[config.mk]
export PLATFORM = sky130hd
export DESIGN_NAME = mem_req_arbiter
export DESIGN_NICKNAME = d
export VERILOG_FILES = /design/src/rtl/mem_req_arbiter_pkg.sv /design/src/rtl/mem_req_arbiter_id_fifo.sv /design/src/rtl/mem_req_arbiter.sv
export SDC_FILE = /design/constraint.sdc
export NUM_CORES = 1
export LEC_CHECK = 0
export BUFFER_PORTS_ARGS = -buffer_cell sky130_fd_sc_hd__buf_2
export CAP_MARGIN = 20
export CORE_AREA = 10 10 88 90
export CTS_CLUSTER_SIZE = 28
export DETAILED_ROUTE_END_ITERATION = 7
export DIE_AREA = 0 0 98 100
export PLACE_DENSITY_LB_ADDON = 0.08
export SLEW_MARGIN = 20
export SYNTH_ARGS = -nofsm -noshare
export SYNTH_HDL_FRONTEND = slang
export SYNTH_HIERARCHICAL = 1
export SYNTH_SLANG_ARGS = --single-unit
[constraint.sdc]
create_clock -name clk -period 4.8 [get_ports clk]
set_clock_uncertainty 0.05 [all_clocks]
set_input_delay 0.48 -clock clk [delete_from_list [all_inputs] [get_ports clk]]
set_output_delay 0.48 -clock clk [all_outputs]
set_load 0.02 [all_outputs]
[src/rtl/mem_req_arbiter_pkg.sv]
// Shared definitions for the inst/data memory-port arbiter.
//   ARB_ID_*  : 1-bit requester id stored per outstanding request
//   mem_cmd_t : downstream address-phase command bundle
//   ptr_w     : pointer width for a FIFO of a given depth (min 1 bit)
package mem_req_arbiter_pkg;

  localparam logic       ARB_ID_INST = 1'b0;
  localparam logic       ARB_ID_DATA = 1'b1;
  localparam logic [1:0] SIZE_WORD   = 2'b10;

  typedef struct packed {
    logic        wr;
    logic [1:0]  size;
    logic [3:0]  wstrb;
    logic [31:0] addr;
    logic [31:0] wdata;
  } mem_cmd_t;

  function automatic int ptr_w(input int depth);
    return (depth <= 1) ? 1 : $clog2(depth);
  endfunction

endpackage

[src/rtl/mem_req_arbiter_id_fifo.sv]
// In-order 1-bit id FIFO recording which requester owns each outstanding
// memory request.
//   clk, resetn : clock, async active-low reset
//   i_push/i_din: enqueue id
//   i_pop       : dequeue head (ignored when empty)
//   o_head      : id at the head
//   o_cnt       : entries held, 0..DEPTH
//   o_full      : o_cnt == DEPTH
// Push while full is accepted only together with a pop.
module arb_id_fifo
  import mem_req_arbiter_pkg::*;
#(
  parameter  int DEPTH = 2,
  localparam int PW    = ptr_w(DEPTH),
  localparam int CW    = $clog2(DEPTH + 1)
) (
  input  logic          clk,
  input  logic          resetn,
  input  logic          i_push,
  input  logic          i_din,
  input  logic          i_pop,
  output logic          o_head,
  output logic [CW-1:0] o_cnt,
  output logic          o_full
);

  logic [DEPTH-1:0] r_mem;
  logic [PW-1:0]    r_wptr, r_rptr;
  logic [CW-1:0]    r_cnt;
  logic             w_pop_ok, w_push_ok;

  function automatic logic [PW-1:0] ptr_inc(input logic [PW-1:0] p);
    return (p == PW'(DEPTH - 1)) ? '0 : p + 1'b1;
  endfunction

  assign o_full    = (r_cnt == CW'(DEPTH));
  assign o_cnt     = r_cnt;
  assign o_head    = r_mem[r_rptr];
  assign w_pop_ok  = i_pop & (r_cnt != '0);
  assign w_push_ok = i_push & (!o_full | w_pop_ok);

  always_ff @(posedge clk or negedge resetn) begin
    if (!resetn) begin
      r_mem  <= '0;
      r_wptr <= '0;
      r_rptr <= '0;
      r_cnt  <= '0;
    end else begin
      if (w_push_ok) begin
        r_mem[r_wptr] <= i_din;
        r_wptr        <= ptr_inc(r_wptr);
      end
      if (w_pop_ok) r_rptr <= ptr_inc(r_rptr);
      case ({w_push_ok, w_pop_ok})
        2'b10:   r_cnt <= r_cnt + 1'b1;
        2'b01:   r_cnt <= r_cnt - 1'b1;
        default: r_cnt <= r_cnt;
      endcase
    end
  end

endmodule

[src/rtl/mem_req_arbiter.sv]
// Shares one sram-like memory port between instruction fetch (read-only)
// and data access. One requester is selected per address handshake; the
// owner of every accepted request is queued so each in-order mem_data_ok
// is routed back to the right side.
//   inst_*  : fetch request/ack (word reads only)
//   data_*  : load/store request/ack
//   rsp_rdata : shared read-data bus (= mem_rdata)
//   mem_*   : downstream port; mem_data_ok strictly in request order
// Address phase and response routing are combinational (zero latency).
module mem_req_arbiter
  import mem_req_arbiter_pkg::*;
#(
  parameter int MAX_OUT    = 2,
  parameter int STARVE_MAX = 4
) (
  input  logic        clk,
  input  logic        resetn,
  input  logic        inst_req,
  input  logic [31:0] inst_addr,
  output logic        inst_addr_ok,
  output logic        inst_data_ok,
  input  logic        data_req,
  input  logic        data_wr,
  input  logic [1:0]  data_size,
  input  logic [3:0]  data_wstrb,
  input  logic [31:0] data_addr,
  input  logic [31:0] data_wdata,
  output logic        data_addr_ok,
  output logic        data_data_ok,
  output logic [31:0] rsp_rdata,
  output logic        mem_req,
  output logic        mem_wr,
  output logic [1:0]  mem_size,
  output logic [3:0]  mem_wstrb,
  output logic [31:0] mem_addr,
  output logic [31:0] mem_wdata,
  input  logic        mem_addr_ok,
  input  logic        mem_data_ok,
  input  logic [31:0] mem_rdata
);

  localparam int CW = $clog2(MAX_OUT + 1);
  localparam int SW = $clog2(STARVE_MAX + 1);

  // Lock keeps the downstream request stable while mem_addr_ok is low.
  localparam logic [0:0] ST_FREE = 1'b0;
  localparam logic [0:0] ST_LOCK = 1'b1;

  logic [0:0]    r_state;
  logic          r_lock_sel;
  logic [SW-1:0] r_starve;

  logic          w_lock_live, w_starved, w_sel, w_hs;
  logic          w_full, w_head;
  logic [CW-1:0] w_cnt;
  mem_cmd_t      w_cmd;

  // A locked requester that dropped its request (illegal) releases the lock
  // immediately so the other side is not blocked.
  assign w_lock_live = (r_state == ST_LOCK) &
                       ((r_lock_sel == ARB_ID_DATA) ? data_req : inst_req);
  assign w_starved   = inst_req & (r_starve == SW'(STARVE_MAX));

  always_comb begin
    w_sel = ARB_ID_INST;
    if (w_lock_live)                 w_sel = r_lock_sel;
    else if (data_req && !w_starved) w_sel = ARB_ID_DATA;
    else                             w_sel = ARB_ID_INST;
  end

  always_comb begin
    w_cmd = '{wr: 1'b0, size: SIZE_WORD, wstrb: 4'b0, addr: inst_addr, wdata: 32'b0};
    if (w_sel == ARB_ID_DATA)
      w_cmd = '{wr: data_wr, size: data_size, wstrb: data_wstrb,
                addr: data_addr, wdata: data_wdata};
  end

  assign mem_req   = (inst_req | data_req) & !w_full;
  assign mem_wr    = w_cmd.wr;
  assign mem_size  = w_cmd.size;
  assign mem_wstrb = w_cmd.wstrb;
  assign mem_addr  = w_cmd.addr;
  assign mem_wdata = w_cmd.wdata;

  assign w_hs         = mem_req & mem_addr_ok;
  assign inst_addr_ok = w_hs & (w_sel == ARB_ID_INST);
  assign data_addr_ok = w_hs & (w_sel == ARB_ID_DATA);

  always_ff @(posedge clk or negedge resetn) begin
    if (!resetn) begin
      r_state    <= ST_FREE;
      r_lock_sel <= ARB_ID_INST;
      r_starve   <= '0;
    end else begin
      if (w_hs) begin
        r_state <= ST_FREE;
      end else if (mem_req) begin
        r_state    <= ST_LOCK;
        r_lock_sel <= w_sel;
      end else begin
        r_state <= ST_FREE;
      end

      if (w_hs) begin
        if (w_sel == ARB_ID_INST)
          r_starve <= '0;
        else if (inst_req && (r_starve != SW'(STARVE_MAX)))
          r_starve <= r_starve + 1'b1;
      end
    end
  end

  arb_id_fifo #(.DEPTH(MAX_OUT)) u_id_fifo (
    .clk    (clk),
    .resetn (resetn),
    .i_push (w_hs),
    .i_din  (w_sel),
    .i_pop  (mem_data_ok),
    .o_head (w_head),
    .o_cnt  (w_cnt),
    .o_full (w_full)
  );

  // Responses with nothing outstanding are dropped.
  assign inst_data_ok = mem_data_ok & (w_cnt != '0) & (w_head == ARB_ID_INST);
  assign data_data_ok = mem_data_ok & (w_cnt != '0) & (w_head == ARB_ID_DATA);
  assign rsp_rdata    = mem_rdata;

endmodule
==> impl_metrics.ini <==
[synthesis]
yosysWarnings = 6
synth_area_leaders = mux2_1 (24%), dfrtp_1 (18%), and2_1 (17%)
synth_fp_nets = 311
syn_area_um2 = 1510
syn_inst = 167
synth_top_area_share_pct = 23.8
ys_seq_area_share_pct = 18.2
ys_ff_latch = 11
synth_cell_types = 31
postSynthAreaPerCell_um2 = 9.07
synth_largest_area_cell = mux2_1

[clock_network]
htreeDepth = 1
numCtsBuffers = 3
cts_tree = yes
clk_path_buf_depth = 2
cts_sinks = 11
cts-root-buf = clkbuf_8
cts.repair.resized = 0
worstSkewPairLatency_ns = 0.23
postCtsSetupBuffers = 0
clk_transition_reported_paths_ns = 0.05
cts_hold_buf = 0

[die]
coreArea_um2 = 6130
row_count = 29
die_x_um = 98
start_util_pct = 24.7
dieArea_um2 = 9800
pin_count = 249
die_y_um = 100

[detailed_routing]
vias_per_cell = 4.20
antenna_left = 0
drc = 0
dr_total_vias = 1645
drtIter0Drc = 21
routed_wl_um = 6830
dr.pass1.iters = 4
drt-wirelength-per-cell_um = 17.4

[power]
power_density_nw_per_um2 = 327
p_leak_uw = 0.00129
vdd_drop_max_mv = 0.240

[placed_design]
io_buffers = 184
dp_slack_ns = 1.89
dp_hpwl_um = 6110
place.gp.congestion = 0.785
post_dp_cell_area_um2 = 2230

[final_layout]
final_util_pct = 37.1
drive_above_1_share_pct = 61.6
areaGrowthSynthToFinish_pct = 50.2
diodes = 0
final_nets = 460
final_area_um2 = 2270

[grt]
grt_pass1_wl_um = 9920
gr-total-overflow = 0
grtUsageTotal_pct = 12.3
grt_max_degree = 45
grt_pass1_vias = 1681
grt_antenna_before_repair = 0

[sta]
timing.final.hold_violations = 0
finalSetupViolCount = 0
timing.hold.ws_ns = 0.0547
worst_slack_ns = 1.68
slew_violations = 0
tightest_slew_ns = 0.552
rsz0062_at_grt = no
setup_tns_ns = 0
slew_headroom_pct = 63.2
fin_crit_ns = 3.12
period_share_pct = 65.0
timing.fmax_mhz = 320

[worst_hold_path]
min_path_type = in2async

[run]
maxCapViolCount = 0

[status]
status = completed

[setup_path]
crit_arrival_ns = 2.59
cp-start-kind = flip-flop
end_kind = output port
crit_type = reg2out
path_max_fanout = 44
required_ns = 4.27
[layer usage]
layer / up-vias / track usage [%] / part of all wire, %
met4: 0 / 2.68 / 0.86
li1: 812 / - / -
met3: 10 / 5.08 / 11
met2: 118 / 23.7 / 54
met1: 705 / 11.8 / 34
met5: - / 0 / 0
[area by class of cell]
class | instances | area (µm²)
clock buffers | 4 | 45.0
fillers | 663 | 3860
inverters | 3 | 11.3
multi-input cells | 112 | 917
flip-flops and latches | 11 | 275
well taps | 77 | 96.3
repair buffers | 185 | 928
[Yosys cell counts]
cell	number
dfrtp_1	11
clkbuf_1	1
a31oi_1	2
nand2b_1	2
o21ba_2	1
nor3b_1	1
buf_6	4
o21a_1	1
nand3_1	1
a21bo_1	1
xnor2_1	4
mux2_2	2
mux2_1	32
o31ai_1	1
mux2_4	1
nand2_1	3
and2_1	40
o21ai_0	3
buf_2	3
a211oi_2	1
xor2_1	2
nor2b_1	2
and3_1	1
inv_1	3
and2b_1	1
buf_4	33
nand3b_1	1
nand4b_1	1
ha_1	3
or3b_1	1
nor2_1	4
[cells in the final DEF (no fill, tap or decap), types with 2 or more instances in the layout]
cell and n:
a31oi_1 2, and2_1 40, buf_2 184, clkbuf_8 3, dfrtp_1 11, ha_1 3, inv_1 3, mux2_1 32
mux2_2 2, nand2_1 3, nand2b_1 2, nor2_1 4, nor2b_1 2, o21ai_0 3, xnor2_1 4, xor2_1 2
[kinds of logic after synthesis]
| group | share of synthesized area, % |
|---|---|
| and+or+nand+nor | 23.3 |
| buffers and inverters | 21.3 |
| muxes | 26.3 |
| DFF | 18.2 |
| AOI/OAI and AO/OA | 4.96 |
| xor gates and xnor gates | 3.47 |
| adders and majority gates | 2.48 |
[power breakdown]
| group | internal, µW | total, µW | switching, µW | leakage, µW |
|---|---|---|---|---|
| combinational | 215 | 479 | 264 | 0.00113 |
| clock | 58.0 | 89.3 | 31.3 | 0.0000228 |
| sequential | 137 | 174 | 36.7 | 0.000136 |
[worst max-delay path, stage by stage, from the launching register on]
cell      delay, ns
dfrtp_1        0.37
inv_1          0.05
ha_1           0.21
nand4b_1       0.09
and3_2         0.55
buf_4          0.50
mux2_1         0.38
buf_2          0.17
[metrics by stage]
step,std cells,total power (µW)
global route,392,806
global placement,388,665
detailed placement,388,663
CTS,392,758
finish,392,743
floorplan,167,557
[worst paths after layout]
| kind | startpoint | endpoint | slack [ns] | cells past startpoint |
|---|---|---|---|---|
| setup reg to reg | r_starve[0]$_DFFE_PN0P_ | r_lock_sel$_DFFE_PN0P_ | 2.64 | 6 |
| setup / recovery | r_starve[0]$_DFFE_PN0P_ | mem_addr[11] | 1.68 | 7 |
| max in group asynchronous | resetn | r_state$_DFF_PN0_ | 4.44 | 1 |
| hold / removal | resetn | u_id_fifo/r_mem[0]$_DFFE_PN0P_ | 0.05 | 1 |
| min in group clk | mem_addr_ok | r_state$_DFF_PN0_ | 0.40 | 2 |
| hold reg to reg | u_id_fifo/r_rptr$_DFFE_PN0P_ | u_id_fifo/r_rptr$_DFFE_PN0P_ | 0.43 | 1 |
[flip-flops by register name, indices dropped and copies added (netlist names)]
signal and flops:
r_starve 3, u_id_fifo/o_cnt 2, u_id_fifo/r_mem 2, r_lock_sel 1, r_state 1, u_id_fifo/r_rptr 1
u_id_fifo/r_wptr 1
Power figures use the tool's default switching activity.
